--- config.mk ---
export PLATFORM = sky130hd
export DESIGN_NAME = zybo_dvi_top
export DESIGN_NICKNAME = d
export VERILOG_FILES = /design/src/rtl/zybo_dvi_pkg.sv /design/src/rtl/zybo_dvi_vsync_generator.sv /design/src/rtl/zybo_dvi_top.sv
export SDC_FILE = /design/constraint.sdc
export NUM_CORES = 1
export LEC_CHECK = 0
export CAP_MARGIN = 20
export CELL_PAD_IN_SITES_DETAIL_PLACEMENT = 1
export CELL_PAD_IN_SITES_GLOBAL_PLACEMENT = 1
export CORE_ASPECT_RATIO = 0.8
export CORE_UTILIZATION = 43
export CTS_BUF_LIST = sky130_fd_sc_hd__clkbuf_4 sky130_fd_sc_hd__clkbuf_8 sky130_fd_sc_hd__clkbuf_16
export CTS_CLUSTER_SIZE = 30
export DETAILED_ROUTE_END_ITERATION = 7
export PLACE_DENSITY_LB_ADDON = 0.1
export REMOVE_ABC_BUFFERS = 1
export SYNTH_ARGS = -nofsm -noshare
export SYNTH_HDL_FRONTEND = slang
export SYNTH_SLANG_ARGS = --single-unit
--- constraint.sdc ---
create_clock -name clk -period 4.6 [get_ports clk]
set_input_delay 0.69 -clock clk [delete_from_list [all_inputs] [get_ports clk]]
set_output_delay 0.69 -clock clk [all_outputs]
set_load 0.02 [all_outputs]
--- src/rtl/zybo_dvi_pkg.sv ---
// Shared definitions for the Zybo DVI transmit path.
// Holds the default 640x480@60 timing constants, the line/frame totals,
// the 24-bit pixel type, the output payload struct and the colour-bar table.
// Optional feature: COLOR_BAR_EN (consumers select bars vs flat fill).
package zybo_dvi_pkg;

    localparam int unsigned CNT_W   = 10;
    localparam int unsigned FRAME_W = 8;
    localparam int unsigned LED_W   = 4;
    localparam int unsigned PIX_W   = 24;

    localparam int unsigned DEF_H_VISIBLE = 640;
    localparam int unsigned DEF_H_FRONT   = 16;
    localparam int unsigned DEF_H_SYNC    = 96;
    localparam int unsigned DEF_H_BACK    = 48;
    localparam int unsigned DEF_V_VISIBLE = 480;
    localparam int unsigned DEF_V_FRONT   = 10;
    localparam int unsigned DEF_V_SYNC    = 2;
    localparam int unsigned DEF_V_BACK    = 33;

    localparam int unsigned H_TOTAL = DEF_H_VISIBLE + DEF_H_FRONT + DEF_H_SYNC + DEF_H_BACK;
    localparam int unsigned V_TOTAL = DEF_V_VISIBLE + DEF_V_FRONT + DEF_V_SYNC + DEF_V_BACK;

    typedef logic [PIX_W-1:0] pixel_t;

    // Registered video payload handed to the TMDS serializer.
    typedef struct packed {
        logic   hsync_n;
        logic   vsync_n;
        logic   de;
        pixel_t data;
    } vout_t;

    localparam pixel_t FLAT_GREY = 24'h808080;
    localparam pixel_t BLANK     = 24'h000000;

    // Bar colours left to right: white, yellow, cyan, green, magenta, red, blue, black.
    localparam pixel_t BAR_COLORS [8] = '{
        24'hFFFFFF, 24'hFFFF00, 24'h00FFFF, 24'h00FF00,
        24'hFF00FF, 24'hFF0000, 24'h0000FF, 24'h000000
    };

    function automatic pixel_t bar_color(input logic [2:0] idx);
        return BAR_COLORS[idx];
    endfunction

endpackage

--- src/rtl/zybo_dvi_vsync_generator.sv ---
// Video timing generator: horizontal/vertical counters plus sync/de flags.
// Ports:
//   clk_i, rst_ni     pixel clock, async active-low reset
//   h_count_o         current pixel within the line (registered)
//   v_count_o         current line within the frame (registered)
//   h_wrap_c_o        h counter is on its last pixel (combinational)
//   v_wrap_c_o        v counter is on its last line (combinational)
//   hsync_n_c_o       active-low hsync for the current counter state
//   vsync_n_c_o       active-low vsync for the current counter state
//   de_c_o            visible-area flag for the current counter state
module vsync_generator
    import zybo_dvi_pkg::*;
#(
    parameter int unsigned H_VISIBLE = DEF_H_VISIBLE,
    parameter int unsigned H_FRONT   = DEF_H_FRONT,
    parameter int unsigned H_SYNC    = DEF_H_SYNC,
    parameter int unsigned H_BACK    = DEF_H_BACK,
    parameter int unsigned V_VISIBLE = DEF_V_VISIBLE,
    parameter int unsigned V_FRONT   = DEF_V_FRONT,
    parameter int unsigned V_SYNC    = DEF_V_SYNC,
    parameter int unsigned V_BACK    = DEF_V_BACK
) (
    input  logic             clk_i,
    input  logic             rst_ni,
    output logic [CNT_W-1:0] h_count_o,
    output logic [CNT_W-1:0] v_count_o,
    output logic             h_wrap_c_o,
    output logic             v_wrap_c_o,
    output logic             hsync_n_c_o,
    output logic             vsync_n_c_o,
    output logic             de_c_o
);

    localparam int unsigned H_LEN  = H_VISIBLE + H_FRONT + H_SYNC + H_BACK;
    localparam int unsigned V_LEN  = V_VISIBLE + V_FRONT + V_SYNC + V_BACK;
    localparam int unsigned HS_BEG = H_VISIBLE + H_FRONT;
    localparam int unsigned HS_END = H_VISIBLE + H_FRONT + H_SYNC;
    localparam int unsigned VS_BEG = V_VISIBLE + V_FRONT;
    localparam int unsigned VS_END = V_VISIBLE + V_FRONT + V_SYNC;

    logic [CNT_W-1:0] h_q, h_d;
    logic [CNT_W-1:0] v_q, v_d;
    logic             h_wrap_c, v_wrap_c;

    // Next-state counters; v only advances on the last pixel of a line.
    always_comb begin
        h_wrap_c = (h_q == CNT_W'(H_LEN - 1));
        v_wrap_c = (v_q == CNT_W'(V_LEN - 1));
        h_d      = h_wrap_c ? '0 : h_q + CNT_W'(1);
        v_d      = v_q;
        if (h_wrap_c) begin
            v_d = v_wrap_c ? '0 : v_q + CNT_W'(1);
        end
    end

    always_ff @(posedge clk_i or negedge rst_ni) begin
        if (!rst_ni) begin
            h_q <= '0;
            v_q <= '0;
        end else begin
            h_q <= h_d;
            v_q <= v_d;
        end
    end

    assign h_count_o   = h_q;
    assign v_count_o   = v_q;
    assign h_wrap_c_o  = h_wrap_c;
    assign v_wrap_c_o  = v_wrap_c;
    assign hsync_n_c_o = !((h_q >= CNT_W'(HS_BEG)) && (h_q < CNT_W'(HS_END)));
    assign vsync_n_c_o = !((v_q >= CNT_W'(VS_BEG)) && (v_q < CNT_W'(VS_END)));
    assign de_c_o      = (h_q < CNT_W'(H_VISIBLE)) && (v_q < CNT_W'(V_VISIBLE));

endmodule

--- src/rtl/zybo_dvi_top.sv ---
// Zybo DVI transmit top: video timing, pixel source, frame counter and LEDs.
// Optional feature macro: COLOR_BAR_EN (8 vertical colour bars; otherwise flat grey).
// Ports:
//   clk          pixel clock (25 MHz nominal)
//   reset_n      async active-low reset
//   vout_hsync   hsync, active low (registered)
//   vout_vsync   vsync, active low (registered)
//   vout_de      data enable (registered)
//   vout_data    {R,G,B} pixel, zero outside the visible area (registered)
//   led          frame_count[7:4] (registered)
module zybo_dvi_top
    import zybo_dvi_pkg::*;
#(
    parameter int unsigned H_VISIBLE = DEF_H_VISIBLE,
    parameter int unsigned H_FRONT   = DEF_H_FRONT,
    parameter int unsigned H_SYNC    = DEF_H_SYNC,
    parameter int unsigned H_BACK    = DEF_H_BACK,
    parameter int unsigned V_VISIBLE = DEF_V_VISIBLE,
    parameter int unsigned V_FRONT   = DEF_V_FRONT,
    parameter int unsigned V_SYNC    = DEF_V_SYNC,
    parameter int unsigned V_BACK    = DEF_V_BACK
) (
    input  logic             clk,
    input  logic             reset_n,
    output logic             vout_hsync,
    output logic             vout_vsync,
    output logic             vout_de,
    output logic [PIX_W-1:0] vout_data,
    output logic [LED_W-1:0] led
);

    logic [CNT_W-1:0] h_count, v_count;
    logic             h_wrap_c, v_wrap_c;
    logic             hsync_n_c, vsync_n_c, de_c;

    vsync_generator #(
        .H_VISIBLE (H_VISIBLE),
        .H_FRONT   (H_FRONT),
        .H_SYNC    (H_SYNC),
        .H_BACK    (H_BACK),
        .V_VISIBLE (V_VISIBLE),
        .V_FRONT   (V_FRONT),
        .V_SYNC    (V_SYNC),
        .V_BACK    (V_BACK)
    ) u_timing (
        .clk_i       (clk),
        .rst_ni      (reset_n),
        .h_count_o   (h_count),
        .v_count_o   (v_count),
        .h_wrap_c_o  (h_wrap_c),
        .v_wrap_c_o  (v_wrap_c),
        .hsync_n_c_o (hsync_n_c),
        .vsync_n_c_o (vsync_n_c),
        .de_c_o      (de_c)
    );

    // Pixel source for the visible area.
    pixel_t pixel_c;
    logic   unused_cnt;
`ifdef COLOR_BAR_EN
    localparam int unsigned BAR_W = H_VISIBLE / 8;
    logic [2:0] bar_idx_c;
    assign bar_idx_c  = 3'(h_count / CNT_W'(BAR_W));
    assign pixel_c    = bar_color(bar_idx_c);
    assign unused_cnt = ^v_count;
`else
    assign pixel_c    = FLAT_GREY;
    assign unused_cnt = ^{h_count, v_count};
`endif

    vout_t              vout_d, vout_q;
    logic [FRAME_W-1:0] frame_d, frame_q;
    logic [LED_W-1:0]   led_d, led_q;

    // Output payload and frame counter next state; frame advances on the last pixel of a frame.
    always_comb begin
        vout_d.hsync_n = hsync_n_c;
        vout_d.vsync_n = vsync_n_c;
        vout_d.de      = de_c;
        vout_d.data    = de_c ? pixel_c : BLANK;
        frame_d        = frame_q;
        if (h_wrap_c && v_wrap_c) begin
            frame_d = frame_q + FRAME_W'(1);
        end
        led_d = frame_q[FRAME_W-1 -: LED_W];
    end

    always_ff @(posedge clk or negedge reset_n) begin
        if (!reset_n) begin
            vout_q  <= '{hsync_n: 1'b1, vsync_n: 1'b1, de: 1'b0, data: BLANK};
            frame_q <= '0;
            led_q   <= '0;
        end else begin
            vout_q  <= vout_d;
            frame_q <= frame_d;
            led_q   <= led_d;
        end
    end

    assign vout_hsync = vout_q.hsync_n;
    assign vout_vsync = vout_q.vsync_n;
    assign vout_de    = vout_q.de;
    assign vout_data  = vout_q.data;
    assign led        = led_q;

endmodule

==> results.py, run 1 <==
metrics = {
    "min_path": {
        "min_to": "led[3]$_DFF_PN0_",
        "min-delay-start": "frame_q[7]$_DFFE_PN0P_",
        "hold_class": "reg2reg",
        "min_path_cells": 0,
    },
    "synth": {
        "synthCells": 169,
        "yosysWarnings": 0,
        "synth_cell_types": 35,
        "seq_area_frac_synth_pct": 48.82,
        "yosys_register_bits": 35,
        "syn_area_per_cell_um2": 10.65,
        "syn_area_mm2": 0.001799,
    },
    "die": {
        "dieArea_mm2": 0.004448,
        "die-height_um": 59.86,
        "rows": 20,
        "die_w_um": 74.32,
        "coreArea_mm2": 0.003904,
        "start_util_pct": 46.09,
        "ios": 33,
    },
    "cts": {
        "postCtsResizedCells": 0,
        "cts.clk_slew.worst_paths_ps": 70,
        "cts-root-buf": "clkbuf_8",
        "cts_setup_buffers": 0,
        "h-tree-depth": 2,
        "cts_sinks": 35,
        "numCtsBuffers": 5,
        "clkLatencyLatePin_ps": 290,
        "hold_buffers": 0,
        "cts_buffer_depth": 2,
        "cts_tree": "done",
    },
    "global_routing": {
        "antenna_found_initial": 0,
        "grtUsageTotal_pct": 16.86,
        "grt_max_degree": 36,
        "grt_pass1_wl_mm": 5.499,
        "overflow": 0,
        "grt_pass1_vias": 1196,
    },
    "layout": {
        "utilization_pct": 50.80,
        "num_antenna_cells": 0,
        "syn_to_final_growth_pct": 10.22,
        "fillers": 459,
        "drive_above_1_share_pct": 10.33,
        "final_cell_area_mm2": 0.001983,
        "nNetsFinal": 190,
    },
    "sta": {
        "layout_min_cycle_time_ps": 2303,
        "fin_crit_sh_pct": 50.07,
        "final_max_slew_viol_count": 0,
        "setup_tns_ps": 0,
        "hold_slack_ps": 402.8,
        "clock.fmax_mhz": 434.2,
        "grt_setup_unrepaired": "false",
        "tightest_slew_ps": 674.9,
        "hold_viol": 0,
        "setup_viol": 0,
        "relSlewSlack_pct": 54.87,
        "finClkSkew_ps": 6.203,
    },
    "detailed_routing": {
        "vias": 1158,
        "drc_errors": 0,
        "finalWirelength_mm": 3.187,
        "drtAntennaViolNets": 0,
        "drtIter0Drc": 25,
        "vias_per_cell": 4.845,
        "wl_per_cell_um": 13.33,
        "dr.pass1.iters": 4,
    },
    "critical_path": {
        "crit_fanout": 9,
        "worst-r2r-setup-slack_ps": 2300,
        "critPathKind": "reg2reg",
        "reg2reg_depth": 5,
        "end_kind": "flop",
        "worst_r2r_endpoint": "frame_q[1]$_DFFE_PN0P_",
        "worstPathArrival_ps": 2480,
        "worst_setup_path_start_kind": "flop",
        "crit_start": "u_timing.h_count_o[0]$_DFF_PN0_",
        "crit_required_ps": 4780,
        "rr_startpoint": "u_timing.h_count_o[0]$_DFF_PN0_",
    },
    "pwr": {
        "seqPwrFrac_pct": 50.9,
        "p_switching_mw": 0.1338,
        "p_comb_share_pct": 3.7,
        "p_total_mw": 0.6040,
        "p_leak_nw": 0.9475,
        "swShare_pct": 22.15,
        "peakVddDrop_uv": 162.6,
        "p_clk_share_pct": 45.3,
        "cellPowerDensity_mw_per_mm2": 304.5,
        "intPower_mw": 0.4702,
    },
    "place": {
        "placed_area_mm2": 0.001866,
        "hpwl_mm": 2.359,
        "port_buffers": 11,
        "place_congestion": 0.7736,
    },
    "run_status": {
        "status": "completed",
    },
    "run": {
        "drv_cap": 0,
    },
}
==> how the worst max path moves through the flow <==
stage,slack [ps],end,cells past startpoint
floorplan,2570,frame_q[1]$_DFFE_PN0P_,5
global placement,2300,u_timing.v_count_o[7]$_DFFE_PN0N_,5
detailed placement,2180,u_timing.v_count_o[9]$_DFFE_PN0N_,5
CTS,2160,u_timing.v_count_o[9]$_DFFE_PN0N_,5
global route,2170,frame_q[1]$_DFFE_PN0P_,5
finish,2300,frame_q[1]$_DFFE_PN0P_,5
==> placed cells by master (no fill, tap or decap), types with 3 or more instances in the layout <==
cell type,instances
inv_1,9
nor3_1,10
clkbuf_8,5
dfrtp_1,33
xnor2_1,9
xor2_1,11
o21ai_0,3
ha_1,5
or3_1,3
nand3_1,13
nand4_1,6
conb_1,21
nand2_1,5
nor2_1,9
clkdlybuf4s50_1,11
and3_1,4
==> power by group through the flow <==
stage               Clock, mW  Sequential, mW  Combinational, mW
floorplan                   0           0.314             0.0148
global placement            0           0.314             0.0222
detailed placement          0           0.314             0.0225
CTS                     0.284           0.308             0.0224
global route            0.293           0.307             0.0248
finish                  0.274           0.308             0.0224
==> cell type report <==
type	count	area [µm²]	area share [%]
clock inverters	3	43.79	2.208
well taps	55	68.82	3.470
repair buffers	13	122.6	6.183
inverters	10	37.54	1.893
clock buffers	5	68.82	3.470
multi-input cells	118	763.2	38.49
flip-flops and latches	35	878.3	44.29
==> stage by stage <==
stage | cells | setup slack [ps]
2_1_floorplan | 163 | 2571
3_3_place_gp | 230 | 2300
3_5_place_dp | 230 | 2177
4_1_cts | 238 | 2165
5_1_grt | 239 | 2168
6_report | 239 | 2297
==> per-layer routing <==
| metal | vias to the layer above | track usage, % | part of all wire, % |
|---|---|---|---|
| met5 | - | 0 | 0 |
| met2 | 36 | 27.14 | 45 |
| li1 | 554 | - | - |
| met3 | 8 | 5.059 | 5.5 |
| met4 | 0 | 7.008 | 1.6 |
| met1 | 560 | 21.24 | 48 |
==> sequential cells by signal (all words and copies together) (netlist names) <==
signal              count
u_timing.h_count_o     10
u_timing.v_count_o     10
frame_q                 8
led                     4
vout_data               1
vout_hsync              1
vout_vsync              1
==> cell families after synthesis <==
family / Yosys count / share of synthesized area (%)
other: 1 / 0.2084
buffers and inverters: 36 / 12.93
multiplexers: 2 / 1.182
XOR/XNOR: 20 / 9.736
flip-flops: 35 / 48.82
adder cells (fa/ha/maj): 5 / 3.477
AND/OR/NAND/NOR: 62 / 21.21
AO/OA/AOI/OAI: 8 / 2.434
==> worst max-delay path, cell delays in order, from the launching register on <==
cell and delay [ps]:
dfrtp_1 410, ha_1 280, nand4_1 220, or3_1 650
nor2_4 280, mux2_1 340
==> synthesized netlist by cell type (all sizes together) <==
master	count	share of area [%]
a31oi	1	0.35
mux2	1	0.63
o21ai	5	1.4
nor4	5	3.8
or4	1	0.63
nor2	10	2.5
nor4b	1	0.49
nand3	13	3.6
ha	5	3.5
clkinv	1	0.21
or3	4	1.7
conb	1	0.21
nor3	10	2.8
clkbuf	1	0.21
dfrtp	33	46
o21a	1	0.42
xnor2	9	4.4
dfstp	2	2.9
and3	4	1.4
inv	9	1.9
nand4	6	2.1
mux2i	1	0.56
xor2	11	5.4
and2	1	0.35
and4b	1	0.56
a21oi	1	0.28
nand2	5	1.0
or2	1	0.35
buf	25	11
(Power assumes the default switching activity.)
==> run 2, diff against run 1 <==
- CORE_UTILIZATION: 43 -> 36
- clock period: 4.6 -> 2 ns (I/O delays scaled with it)
==> run 2 against run 1 <==
Sequential power is 130% higher. Fmax is 20% higher. Wire length is 7.5% higher. Highest routed layer unchanged.
==> results.py, run 2 (same netlist as run 1, synthesis figures left out) <==
metrics = {
    "cts": {
        "cts_buffer_depth": 2,
        "cts_tree": "done",
        "h-tree-depth": 2,
        "clkLatencyLatePin_ps": 290,
        "cts.clk_slew.worst_paths_ps": 70,
        "cts_setup_buffers": 0,
        "cts_sinks": 35,
        "numCtsBuffers": 5,
        "cts-root-buf": "clkbuf_8",
    },
    "sta": {
        "setup_viol": 0,
        "final_max_slew_viol_count": 0,
        "grt_setup_unrepaired": "false",
        "hold_slack_ps": 415.2,
        "layout_min_cycle_time_ps": 1921,
        "clock.fmax_mhz": 520.5,
        "hold_viol": 0,
        "finClkSkew_ps": 7.226,
        "setup_tns_ps": 0,
        "fin_crit_sh_pct": 96.07,
    },
    "global_routing": {
        "grt_max_degree": 36,
        "antenna_found_initial": 0,
        "grtUsageTotal_pct": 15.52,
        "overflow": 0,
        "grt_pass1_wl_mm": 5.913,
        "grt_pass1_vias": 1226,
    },
    "place": {
        "hpwl_mm": 2.539,
        "place_congestion": 0.8473,
        "dp_cells": 249,
        "port_buffers": 11,
    },
    "critical_path": {
        "worst_setup_path_start_kind": "flop",
        "crit_required_ps": 2170,
        "rr_startpoint": "u_timing.h_count_o[5]$_DFF_PN0_",
        "critPathKind": "reg2reg",
        "crit_start": "u_timing.h_count_o[5]$_DFF_PN0_",
        "worstPathArrival_ps": 2090,
        "end_kind": "flop",
        "crit_fanout": 5,
    },
    "detailed_routing": {
        "drc_errors": 0,
        "vias_per_cell": 4.650,
        "finalWirelength_mm": 3.427,
        "dr.pass1.iters": 3,
        "drtIter0Drc": 36,
        "vias": 1195,
        "wl_per_cell_um": 13.33,
        "drtAntennaViolNets": 0,
    },
    "run_status": {
        "status": "completed",
    },
    "min_path": {
        "hold_class": "reg2reg",
        "min-delay-start": "frame_q[7]$_DFFE_PN0P_",
    },
    "pwr": {
        "p_clk_share_pct": 50.1,
        "p_switching_mw": 0.2996,
        "peakVddDrop_uv": 454.7,
        "p_total_mw": 1.522,
        "seqPwrFrac_pct": 46.5,
        "cellPowerDensity_mw_per_mm2": 718.6,
        "swShare_pct": 19.68,
        "p_comb_share_pct": 3.4,
        "p_leak_nw": 1.024,
        "intPower_mw": 1.222,
    },
    "layout": {
        "mostFrequentLayoutCells": "dfrtp_1, conb_1, buf_4",
        "fin_cells": 257,
        "drive_above_1_share_pct": 16.75,
        "nNetsFinal": 203,
        "final_common_cell": "dfrtp_1",
        "num_antenna_cells": 0,
        "utilization_pct": 45.00,
        "syn_to_final_growth_pct": 17.73,
    },
    "die": {
        "coreArea_mm2": 0.004707,
        "dieArea_mm2": 0.005286,
        "rows": 22,
        "die-height_um": 65.23,
        "start_util_pct": 38.22,
        "ios": 33,
        "die_w_um": 81.04,
    },
    "run": {
        "drv_cap": 0,
    },
}
run 2: cell type report:
cell class	instances	area, µm²
fillers	541	2589
flip-flops and latches	35	878.3
multi-input cells	118	768.2
repair buffers	26	222.7
clock buffers	6	76.32
well taps	60	75.07
clock inverters	2	60.06
inverters	10	37.54
run 2: path summary, 6_finish.rpt:
path	slack, ps	cells after the start	end
worst min-delay path	420	0	led[3]$_DFF_PN0_
worst max-delay path	80	4	u_timing.v_count_o[6]$_DFFE_PN0N_
max in group asynchronous	1230	2	vout_hsync$_DFF_PN1_
worst max register to register	80	4	u_timing.v_count_o[6]$_DFFE_PN0N_
worst min register to register	420	0	led[3]$_DFF_PN0_
min in group asynchronous	430	2	u_timing.v_count_o[7]$_DFFE_PN0N_
run 2: metrics by stage:
stage	setup slack [ps]	area [µm²]
final	78.67	2118
after global placement	28.62	1977
after global routing	8.870	2118
after detailed placement	-23.71	1977
after CTS	67.95	2118
after floorplan	-28.79	1679
run 2: per-layer routing:
layer | up-vias | track usage, % | share of wire, %
met3 | 6 | 4.306 | 4.3
met5 | - | 0 | 0
met2 | 34 | 23.95 | 45
li1 | 580 | - | -
met1 | 575 | 20.00 | 49
met4 | 0 | 7.366 | 1.7
run 2: power groups by stage:
| stage | logic, mW | registers [mW] | clock network [mW] |
|---|---|---|---|
| 3_3_place_gp | 0.0517 | 0.721 | 0 |
| 2_1_floorplan | 0.0340 | 0.721 | 0 |
| 6_report | 0.0516 | 0.708 | 0.763 |
| 3_5_place_dp | 0.0523 | 0.721 | 0 |
| 4_1_cts | 0.0522 | 0.707 | 0.792 |
| 5_1_grt | 0.0575 | 0.707 | 0.825 |
run 2: timing repair:
item                       CTS  global route
resized for setup            1             0
setup endpoints to repair    3             0
hold buffers                 0             0
run 2: worst max-delay path: stages, from the launching register on:
cell and delay [ps]:
dfrtp_1 390, or3_4 420, or4_4 530, or3_1 340, xnor2_1 130
==> run 3, diff against run 2 <==
- CORE_MARGIN: unset -> 2
- PLACE_DENSITY: unset -> 0.77
- PLACE_DENSITY_LB_ADDON: 0.1 -> unset
==> run 3 against run 2 <==
Global-route usage down 0.86 points. Non-clock buffer count is 1 lower. Register-to-register slack is essentially flat. Cell count fell by 0.39%. Power decreased by 7.3%. Design area fell by 1.5%. Critical path depth unchanged. Via count up 2.5%. Core utilization is 0.66 points lower. Clock power is 15% lower. Sequential share of layout area is 0.62 points higher. Highest routed layer unchanged.
==> results.py, run 3 (same netlist as run 1, synthesis figures left out) <==
metrics = {
    "layout": {
        "fin_cells": 256,
        "final_common_cell": "dfrtp_1",
        "utilization_pct": 44.34,
        "mostFrequentLayoutCells": "dfrtp_1, conb_1, buf_4",
        "fillers": 514,
        "final_cell_area_mm2": 0.002087,
        "syn_to_final_growth_pct": 15.99,
        "drive_above_1_share_pct": 15.82,
        "num_antenna_cells": 0,
        "nNetsFinal": 202,
    },
    "global_routing": {
        "grt_max_degree": 36,
        "overflow": 0,
        "grt_pass1_vias": 1258,
        "grtUsageTotal_pct": 14.66,
        "antenna_found_initial": 0,
        "grt_pass1_wl_mm": 6.161,
    },
    "die": {
        "dieArea_mm2": 0.005583,
        "die-height_um": 67.23,
        "rows": 22,
        "die_w_um": 83.04,
        "start_util_pct": 38.22,
        "coreArea_mm2": 0.004707,
        "ios": 33,
    },
    "detailed_routing": {
        "drc_errors": 0,
        "dr.pass1.iters": 4,
        "wl_met1_mm": 1.861,
        "drtIter0Drc": 51,
        "finalWirelength_mm": 3.687,
        "wl_per_cell_um": 14.40,
        "wl_met2_mm": 1.617,
        "drtAntennaViolNets": 0,
        "wl_met3_um": 148,
        "vias_per_cell": 4.785,
        "top_layer": "met4",
        "vias": 1225,
    },
    "cts": {
        "cts_sinks": 35,
        "cts_tree": "done",
        "numCtsBuffers": 5,
        "cts.clk_slew.worst_paths_ps": 70,
        "clkLatencyLatePin_ps": 290,
        "cts_buffer_depth": 2,
        "hold_buffers": 0,
        "cts-root-buf": "clkbuf_8",
        "h-tree-depth": 2,
    },
    "place": {
        "placed_area_mm2": 0.001969,
        "hpwl_mm": 2.776,
        "place_congestion": 0.8075,
        "dp_cells": 248,
        "port_buffers": 11,
        "post-place-ws_ps": 93.45,
    },
    "critical_path": {
        "crit_required_ps": 2180,
        "path_buf_inv": 0,
        "end_kind": "flop",
        "crit_fanout": 5,
        "critPathSlowestCell": "or4_4",
        "worstPathArrival_ps": 2090,
        "path_delay_family": "simple AND/OR/NAND/NOR gates",
        "cp_slowest_stage_delay_ps": 530,
        "critPathKind": "reg2reg",
        "crit_chain": "or3_4 -> or4_4 -> or3_1 -> xnor2_1",
        "worst_setup_path_start_kind": "flop",
    },
    "sta": {
        "hold_slack_ps": 405.4,
        "clock.fmax_mhz": 523.0,
        "setup_viol": 0,
        "setup_ws_ps": 87.83,
        "fin_crit_sh_pct": 95.61,
        "hold_viol": 0,
        "grt_setup_unrepaired": "false",
        "layout_min_cycle_time_ps": 1912,
        "finClkSkew_ps": 7.262,
        "final_max_slew_viol_count": 0,
    },
    "pwr": {
        "peakVddDrop_uv": 290.9,
        "p_leak_nw": 1.008,
        "swShare_pct": 21.10,
        "cellPowerDensity_mw_per_mm2": 676.4,
        "intPower_mw": 1.114,
        "p_clk_share_pct": 46.2,
        "p_comb_share_pct": 3.7,
        "seqPwrFrac_pct": 50.1,
        "p_switching_mw": 0.2978,
    },
    "min_path": {
        "hold_class": "reg2reg",
    },
    "run_status": {
        "status": "completed",
    },
    "run": {
        "drv_cap": 0,
    },
}
run 3: changes by cell type in the layout (fill, tap and decap cells not counted), sizes merged:
cell	previous run	this run
clkinv	1	2
bufinv	2	1
buf	15	14
run 3: power by group through the flow:
stage / clock network [mW] / registers (mW) / logic [mW]
final: 0.652 / 0.708 / 0.0516
after global placement: 0 / 0.721 / 0.0513
after CTS: 0.678 / 0.708 / 0.0517
after floorplan: 0 / 0.721 / 0.0340
after detailed placement: 0 / 0.721 / 0.0517
after global routing: 0.713 / 0.707 / 0.0564
run 3: worst paths after layout:
check | cells past startpoint | endpoint | slack (ps) | from
min in group asynchronous | 2 | frame_q[0]$_DFFE_PN0P_ | 420 | reset_n
setup reg to reg | 4 | u_timing.v_count_o[6]$_DFFE_PN0N_ | 90 | u_timing.h_count_o[5]$_DFF_PN0_
hold / removal | 0 | led[3]$_DFF_PN0_ | 410 | frame_q[7]$_DFFE_PN0P_
max in group asynchronous | 2 | vout_hsync$_DFF_PN1_ | 1240 | reset_n
hold reg to reg | 0 | led[3]$_DFF_PN0_ | 410 | frame_q[7]$_DFFE_PN0P_
setup / recovery | 4 | u_timing.v_count_o[6]$_DFFE_PN0N_ | 90 | u_timing.h_count_o[5]$_DFF_PN0_
run 3: routing by layer:
layer	global-route usage [%]	vias up
li1	-	580
met1	18.95	610
met2	23.29	29
met3	4.768	6
met4	5.533	0
met5	0	-
run 3: stage by stage:
stage	setup TNS (ps)	power [mW]
floorplan	-28.79	0.7553
CTS	0	1.437
global route	0	1.477
finish	0	1.412
global placement	0	0.7724
detailed placement	0	0.7728
run 3: repair_timing:
item                                    4_1_cts  5_1_grt
gates resized for setup                       0        0
endpoints found under the setup margin        0        1
buffers inserted                              0        0
run 3: area by class of cell:
class                   instances  area, µm²  area share [%]
flip-flops and latches         35      878.3           42.09
well taps                      60      75.07           3.597
clock inverters                 2      35.03           1.679
clock buffers                   6      82.58           3.957
multi-input cells             118      763.2           36.57
inverters                      10      37.54           1.799
repair buffers                 25      215.2           10.31
